$ cat src/rtl/fifo_reader_pkg.sv
// fifo_reader_pkg: shared state encoding and default field constants for fifo_reader
package fifo_reader_pkg;
  typedef enum logic [1:0] {IDLE, SETTLE, HOLD} rd_state_t;
  localparam int ID_W_DEF = 8;
  localparam logic [7:0] BCAST_DEF = 8'hFF;
endpackage

$ cat src/rtl/fifo_reader_stats.sv
// fifo_reader_stats: accepted-word counter (wrapping) and stall-cycle counter (saturating)
module fifo_reader_stats (
  input  logic        clk,
  input  logic        rst,
  input  logic        valid,
  input  logic        ready,
  output logic [31:0] words_o,
  output logic [31:0] stall_o
);
  always_ff @(posedge clk) begin
    if (rst) begin
      words_o <= '0;
      stall_o <= '0;
    end else begin
      if (valid && ready) words_o <= words_o + 32'd1;
      if (valid && !ready && stall_o != 32'hFFFF_FFFF) stall_o <= stall_o + 32'd1;
    end
  end
endmodule

$ cat src/rtl/fifo_reader.sv
// fifo_reader: pops FIFO words onto a valid/ready handshake and flags broadcast IDs; FIFO_READER_STATS_EN adds counters
module fifo_reader
  import fifo_reader_pkg::*;
#(
  parameter int width = 16,
  parameter int id_w = ID_W_DEF,
  parameter logic [id_w-1:0] broadcast = id_w'(BCAST_DEF)
) (
  input  logic             clk,
  input  logic             rst,
  input  logic             pndng_i,
  input  logic [width-1:0] fifo_dato_i,
  output logic             pop_o,
  output logic [width-1:0] dato_o,
  output logic [id_w-1:0]  id_o,
  output logic             bcast_o,
  output logic             valid_o,
`ifdef FIFO_READER_STATS_EN
  output logic [31:0]      words_o,
  output logic [31:0]      stall_o,
`endif
  input  logic             ready_i
);
  rd_state_t state, nxt;
  logic bcast;
  always_comb begin
    nxt = state == IDLE ? (pndng_i ? SETTLE : IDLE) : (ready_i ? IDLE : HOLD);
    pop_o = !rst && state == IDLE && pndng_i;
  end
  always_ff @(posedge clk) begin
    if (rst) begin
      state <= IDLE;
      dato_o <= '0;
      bcast <= 1'b0;
      valid_o <= 1'b0;
    end else begin
      state <= nxt;
      valid_o <= nxt != IDLE;
      if (pop_o) begin
        dato_o <= fifo_dato_i;
        bcast <= fifo_dato_i[width-1 -: id_w] == broadcast;
      end
    end
  end
  assign id_o = dato_o[width-1 -: id_w];
  assign bcast_o = valid_o && bcast;
`ifdef FIFO_READER_STATS_EN
  fifo_reader_stats u_stats (
    .clk(clk),
    .rst(rst),
    .valid(valid_o),
    .ready(ready_i),
    .words_o(words_o),
    .stall_o(stall_o)
  );
`endif
endmodule

$ cat config.mk
export PLATFORM = sky130hd
export DESIGN_NAME = fifo_reader
export DESIGN_NICKNAME = d
export VERILOG_FILES = /design/src/rtl/fifo_reader_pkg.sv /design/src/rtl/fifo_reader_stats.sv /design/src/rtl/fifo_reader.sv
export SDC_FILE = /design/constraint.sdc
export NUM_CORES = 1
export LEC_CHECK = 0
export ABC_AREA = 1
export CAP_MARGIN = 20
export CORE_MARGIN = 5
export CORE_UTILIZATION = 41
export DETAILED_ROUTE_END_ITERATION = 12
export GPL_TIMING_DRIVEN = 0
export HOLD_SLACK_MARGIN = 0.02
export PLACE_DENSITY = 0.84
export SYNTH_ARGS = -nofsm -noshare
export SYNTH_HDL_FRONTEND = slang
export SYNTH_SLANG_ARGS = --single-unit
export TNS_END_PERCENT = 1
$ cat constraint.sdc
create_clock -name clk -period 1.85 [get_ports clk]
set_clock_uncertainty 0.05 [all_clocks]
set_input_delay 0.185 -clock clk [delete_from_list [all_inputs] [get_ports clk]]
set_output_delay 0.185 -clock clk [all_outputs]
set_load 0.02 [all_outputs]
=== Word-level counts from Yosys, hierarchy flattened ===
Index checks and enable logic that the tools add are counted.

* Input bits: 20
* Flip-flop bits (word level): 20
* Output and inout port bits: 27

* Reductions and logical operators: 6
* Equal/unequal tests: 1
* Mux-type cells: 3

{| class="wikitable"
|+ Operator list
! kind !! count
|-
| $eq 8x8->1 const B || 1
|-
| $mux 2 || 2
|-
| $logic_and 1x1->1 || 3
|-
| $logic_not 2->1 || 1
|-
| $reduce_bool 2->1 || 1
|-
| $logic_not 1->1 || 1
|-
| $mux 1 || 1
|}

=== Longest topological paths before layout ===
Gate-level depths: netlist (run 1).

* Word-level depth: 3
* Mapped depth: 6
* Mapped depth without buffers: 6

=== Least setup slack after synthesis (run 1) ===
OpenSTA, ideal clock, no wires.

* Kind: register to output
* Start point: register state[1]
* End point: output port pop_o
* Setup slack: 627 ps
* Arrival time: 988 ps
* Buffers on the path: 1
* Stages on the path, launching flop included: 5
* Cells stage by stage: dfxtp_1 -> nor2_2 -> nand2_4 -> buf_2 -> nor2_1

* Word-level cells in the longest chain between the ends: 3

{| class="wikitable"
|+ RTL lines
! item !! RTL line !! source
|-
| start, declared || fifo_reader.sv:24 || <nowiki>rd_state_t state, nxt;</nowiki>
|-
| start signal, assigned || fifo_reader.sv:37 || <nowiki>state <= nxt;</nowiki>
|-
| $logic_not 2->1 || fifo_reader.sv:28 || <nowiki>pop_o = !rst && state == IDLE && pndng_i;</nowiki>
|-
| $logic_and 1x1->1 (2 in a row) || fifo_reader.sv:28 ||
|-
| end, declared || fifo_reader.sv:13 || <nowiki>output logic pop_o,</nowiki>
|}

No other way between the ends.

=== Worst setup path after layout (run 1) ===
Same ends and word-level chain as after synthesis.

==> metrics, run 1 <==
Area contributors post-synth dfxtp_1, nand2_1, a21oi_2; CP peak stage delay 0.34 ns; antenna-violating nets left 0; Skew-Pair Late Insertion Delay 0.28 ns; Initial Util 0.4394; grt ovf 0; Clock Path Buffers 2; TritonCTS clock tree built; LEAKAGE 0.5706 nW; Setup CP Type flop to primary output; min Tclk post-route 1.715 ns; Pre-antenna DRT Iters 4; HPWL after detailed placement 1629 um; CTS Buf Count 3; slew margin rel. 0.8363; total number of vias 801; fin cells 183; initial antenna violation count 0; GRT Total Usage 0.1330; Fin. Hold Viols 0; ANT cells 0; Die Span X 56.55 um; Yosys top cell area share 0.4507; crit path capture type primary output; final hold slack 0.1439 ns; first-pass GRT wire length 3422 um; Synth Register Bits 20; Setup WS post-layout 0.1355 ns; DRT iter0 DRCs 12; routed wire length 2031 um; reg2reg end dato_o[1]; pre-CTS WS -0.05160 ns; PwrDens 678.2 nW/um^2; WP data required 1.62 ns; Main synth FF type dfxtp_1; Unique masters post-synth 15; worst reg2reg path depth 5; Worst Hold End dato_o[11]; min-delay src rst; DR WL/cell 11.10 um; RR Startpoint state[1]; count leader, synth nand2_1; mapped cell area 888.4 um^2; count of input and output buffers 45; Area growth syn-to-layout 56.90%; Max IR drop VDD 441.9 uV; Hold Path Class input port to flop; core outline area 2022 um^2; clk sinks 20; Rows 16; IO Count 47; Post-synth EDFFs 0; Setup crit start kind flop; Slew Limit Fails 0; Via-to-Cell Ratio 4.377; maxcap violations 0; Post-DP Area 1373 um^2; chip height 56.55 um; Setup TNS Final 0 ns; Die ar. 3197 um^2; asr flop ratio synth 0; clk slew on worst S/H paths 0.10 ns; final setup fails 0; Post-synth top cells nand2_1, dfxtp_1, a21oi_2, nand2_2, nor2_1; CTS H-tree lvls 1; status finished clean; CP Cell Sequence nor2_2 > nand2_4 > buf_2 > nor2_1 > dlygate4sd2_1; reg-to-reg slack, setup 0.78 ns; post-synth top area cell dfxtp_1; CTS root buffer clkbuf_4; Final Cell Area 1394 um^2; DRC violations left 0; unrepaired setup endpoints after global routing false; register area share after synthesis 0.4507; fraction of layout cells with a size suffix above 1 0.2564; # nets final 178; Crit Path Max Fanout 10; Inst Count DP 180; vias in the first global route 792; largest net degree at the start of global routing 11; Mean Syn Cell Area 8.225 um^2; Slowest-stage cell, CP dlygate4sd2_1; fin crit share 0.9268; worst slew pin tran 0.2455 ns; worst endpoint data arrival time 1.48 ns; GP Congestion 0.6728; Hold Path Cell Cnt 2; Fmax 583.2 MHz; Synthesis Warnings 0; Post-Syn Instances 108; Syn Nets 128
registers in the layout (all words and copies together), names as in the netlist:
name and cells:
valid_o 1, bcast 1, state 2, dato_o 16
cells by family (layout without fill, tap and decap cells):
group                  Yosys count  after routing  synth area share
AO/OA/AOI/OAI                   16             16            0.1324
buffers and inverters           20             68            0.1549
flip-flops                      20             20            0.4507
AND/OR/NAND/NOR                 52             52            0.2620
worst max path at each step:
stage,end,depth (start not counted),start
after floorplan,pop_o,4,state[1]
after global placement,pop_o,5,pndng_i
after detailed placement,pop_o,5,pndng_i
after CTS,pop_o,5,state[1]
after global routing,pop_o,5,state[1]
final,pop_o,5,state[1]
area by class of cell:
class	count	area (um^2)
fillers	174	628.1
repair buffers	45	449.2
flip-flops and latches	20	400.4
multi-input cells	68	350.3
plain buffers	13	106.4
well taps	27	33.78
inverters	7	31.28
clock buffers	3	22.52
stage by stage:
stage               total power, W  utilization
floorplan                0.0006348            -
global placement         0.0007615       0.6788
detailed placement       0.0007674       0.6788
CTS                      0.0009619       0.6894
global route              0.001000       0.6894
finish                   0.0009453       0.6894
power breakdown:
| part | switching (W) | internal, W |
|---|---|---|
| Sequential | 0.0000163 | 0.000458 |
| Clock | 0.000116 | 0.0000755 |
| Combinational | 0.000133 | 0.000146 |
| Total | 0.000265 | 0.000680 |
what timing repair did:
item / in CTS / in global routing
setup endpoints to repair: 1 / 0
buffers inserted: 0 / 0
gates resized for setup: 1 / 0
hold buffers: 0 / 0
cells in the final DEF, fill, tap and decap left out, drive strengths merged:
cell type,synthesis,routed
clkbuf,0,3
buf,13,13
inv,7,7
clkdlybuf4s50,0,44
nand2,41,41
or2,1,1
dlygate4sd2,0,1
a21oi,16,16
nor2,10,10
dfxtp,20,20
metal layers:
metal / up-vias / share of wire / track usage
met4: 0 / 0.0064 / 0.04068
li1: 417 / - / -
met1: 349 / 0.41 / 0.1472
met3: 2 / 0.11 / 0.05275
met2: 33 / 0.48 / 0.2310
met5: - / 0 / 0
worst max-delay path: cells and delay by family (launching register included):
family / cells / cell delay (ns)
buf+inv: 2 / 0.53
flops: 1 / 0.32
simple gates: 3 / 0.35
No activity file was read; power rests on OpenSTA's default activity.
==> run 2, diff against run 1 <==
Settings changed: CORE_MARGIN 5 to not set.
==> run 2 against run 1 <==
Effect of this change:
- largest cell class unchanged
- non-clock buffer count did not move
- sequential power hardly changed
- highest routed layer unchanged
- first-iteration DRC count decreased by 25%
- via count increased by 3.1%
- clock power is 30% higher
- utilization is 1.4 points higher
- sequential cell count is the same
- die area fell by 26%
- register-to-register slack worse by 0.04 ns
- maximum frequency is 0.43% lower
- total power is 6.1% higher
- hold slack worse by 0.014 ns
==> metrics, run 2 (synthesis results as in run 1) <==
status finished clean; Rows 16; Hold Path Class input port to flop; Fmax 580.7 MHz; crit path capture type primary output; Initial Util 0.4438; IO Count 47; min Tclk post-route 1.722 ns; TritonCTS clock tree built; unrepaired setup endpoints after global routing false; maxcap violations 0; antenna-violating nets left 0; Net Sw Power 0.0002785 W; fin cells 184; Skew-Pair Late Insertion Delay 0.30 ns; count of input and output buffers 45; Sequential Power Share 0.473; CTS Buf Count 3; largest net degree at the start of global routing 12; CTS Hold Buffers Added 0; Die ar. 2357 um^2; highest-count cells in the layout ignoring fill and taps clkdlybuf4s50_1, nand2_1, dfxtp_1; core outline area 2002 um^2; clk slew on worst S/H paths 0.11 ns; # nets final 178; Area growth syn-to-layout 58.59%; commonest non-fill, non-tap cell in the layout clkdlybuf4s50_1; max reg flops 16; Setup crit start kind flop; PwrDens 712.1 nW/um^2; pre-CTS WS -0.05801 ns; grt ovf 0; initial antenna violation count 0; Crit Path Max Fanout 10; DRC violations left 0; WP data required 1.62 ns; GRT Total Usage 0.1871; vias in the first global route 805; Clock Power Share 0.248; Max IR drop VDD 433.3 uV; worst slew pin tran 0.2504 ns; Pre-antenna DRT Iters 5; Via-to-Cell Ratio 4.489; GP Congestion 0.7673; reg-to-reg slack, setup 0.74 ns; total number of vias 826; routed wire length 1936 um; CTS root buffer clkbuf_4; DR WL/cell 10.52 um; LEAKAGE 0.5752 nW; HPWL after detailed placement 1453 um; Setup CP Type flop to primary output; total power draw 0.001003 W; chip height 48.55 um; worst endpoint data arrival time 1.49 ns; switching share of total power 0.2776; Comb pwr share 0.278; Largest regs dato_o x16, state x2; clk sinks 20; fin crit share 0.9308; ANT cells 0; fraction of layout cells with a size suffix above 1 0.2611; Die Span X 48.55 um; Slew Limit Fails 0; final setup fails 0; Clock Path Buffers 2; first-pass GRT wire length 3436 um; Largest Register dato_o; CTS H-tree lvls 1; DRT iter0 DRCs 9; slew margin rel. 0.8331; Inst Count DP 180; Fin. Hold Viols 0; fillcell total 179; internal power 0.0007247 W; Setup WS post-layout 0.1281 ns
-- run 2: cell types whose count changed in the layout (fill, tap and decap cells not counted) --
cell	change
clkbuf_8	+1
clkdlybuf4s15_1	+1
dlygate4sd2_1	-1
-- run 2: worst max-delay path, cell delays in order, from the launching register on --
cell and delay (ns):
dfxtp_1 0.33, nor2_2 0.16, nand2_4 0.10, buf_2 0.19, nor2_1 0.10, clkdlybuf4s15_1 0.31
-- run 2: cell type report --
type / count / area [um^2] / area share
inverter: 7 / 31.28 / 0.02220
timing repair buffer: 45 / 450.4 / 0.3197
sequential: 20 / 400.4 / 0.2842
tap: 27 / 33.78 / 0.02398
multi-input combinational: 68 / 350.3 / 0.2487
buffer: 13 / 106.4 / 0.07549
clock buffer: 4 / 36.28 / 0.02575
-- run 2: power groups by stage --
stage	logic, W	clock network [W]	registers, W
5_1_grt	0.000301	0.000276	0.000479
3_3_place_gp	0.000277	0	0.000483
6_report	0.000279	0.000249	0.000475
2_1_floorplan	0.000122	0	0.000513
3_5_place_dp	0.000281	0	0.000485
4_1_cts	0.000282	0.000261	0.000476
-- run 2: stage by stage --
stage	TNS [ns]	util	instance area [um^2]	hold slack (ns)
3_5_place_dp	-0.05801	0.6856	1373	0.4077
2_1_floorplan	0	-	888.4	0.2699
6_report	0	0.7038	1409	0.1299
3_3_place_gp	-0.06425	0.6856	1373	0.4014
4_1_cts	0	0.7031	1408	0.1244
5_1_grt	0	0.7038	1409	0.1403
-- run 2: metal layers --
| metal | vias up | track usage | part of all wire |
|---|---|---|---|
| met5 | - | 0 | 0 |
| met4 | 0 | 0.08824 | 0.0072 |
| met1 | 362 | 0.2285 | 0.44 |
| met2 | 40 | 0.3239 | 0.49 |
| li1 | 422 | - | - |
| met3 | 2 | 0.02516 | 0.061 |
-- run 2: path summary, 6_finish.rpt --
path	cells past startpoint	startpoint	to
max	5	state[1]	pop_o
min	2	rst	dato_o[11]
max reg2reg	5	state[1]	dato_o[8]
min reg2reg	2	dato_o[6]	dato_o[6]
-- run 2: timing repair --
item / CTS / global route
resized for setup: 1 / 1
setup endpoints to repair: 1 / 1
cloned: 0 / 0
setup buffers: 0 / 0
hold endpoints to repair: 0 / 0
pin swaps: 0 / 0
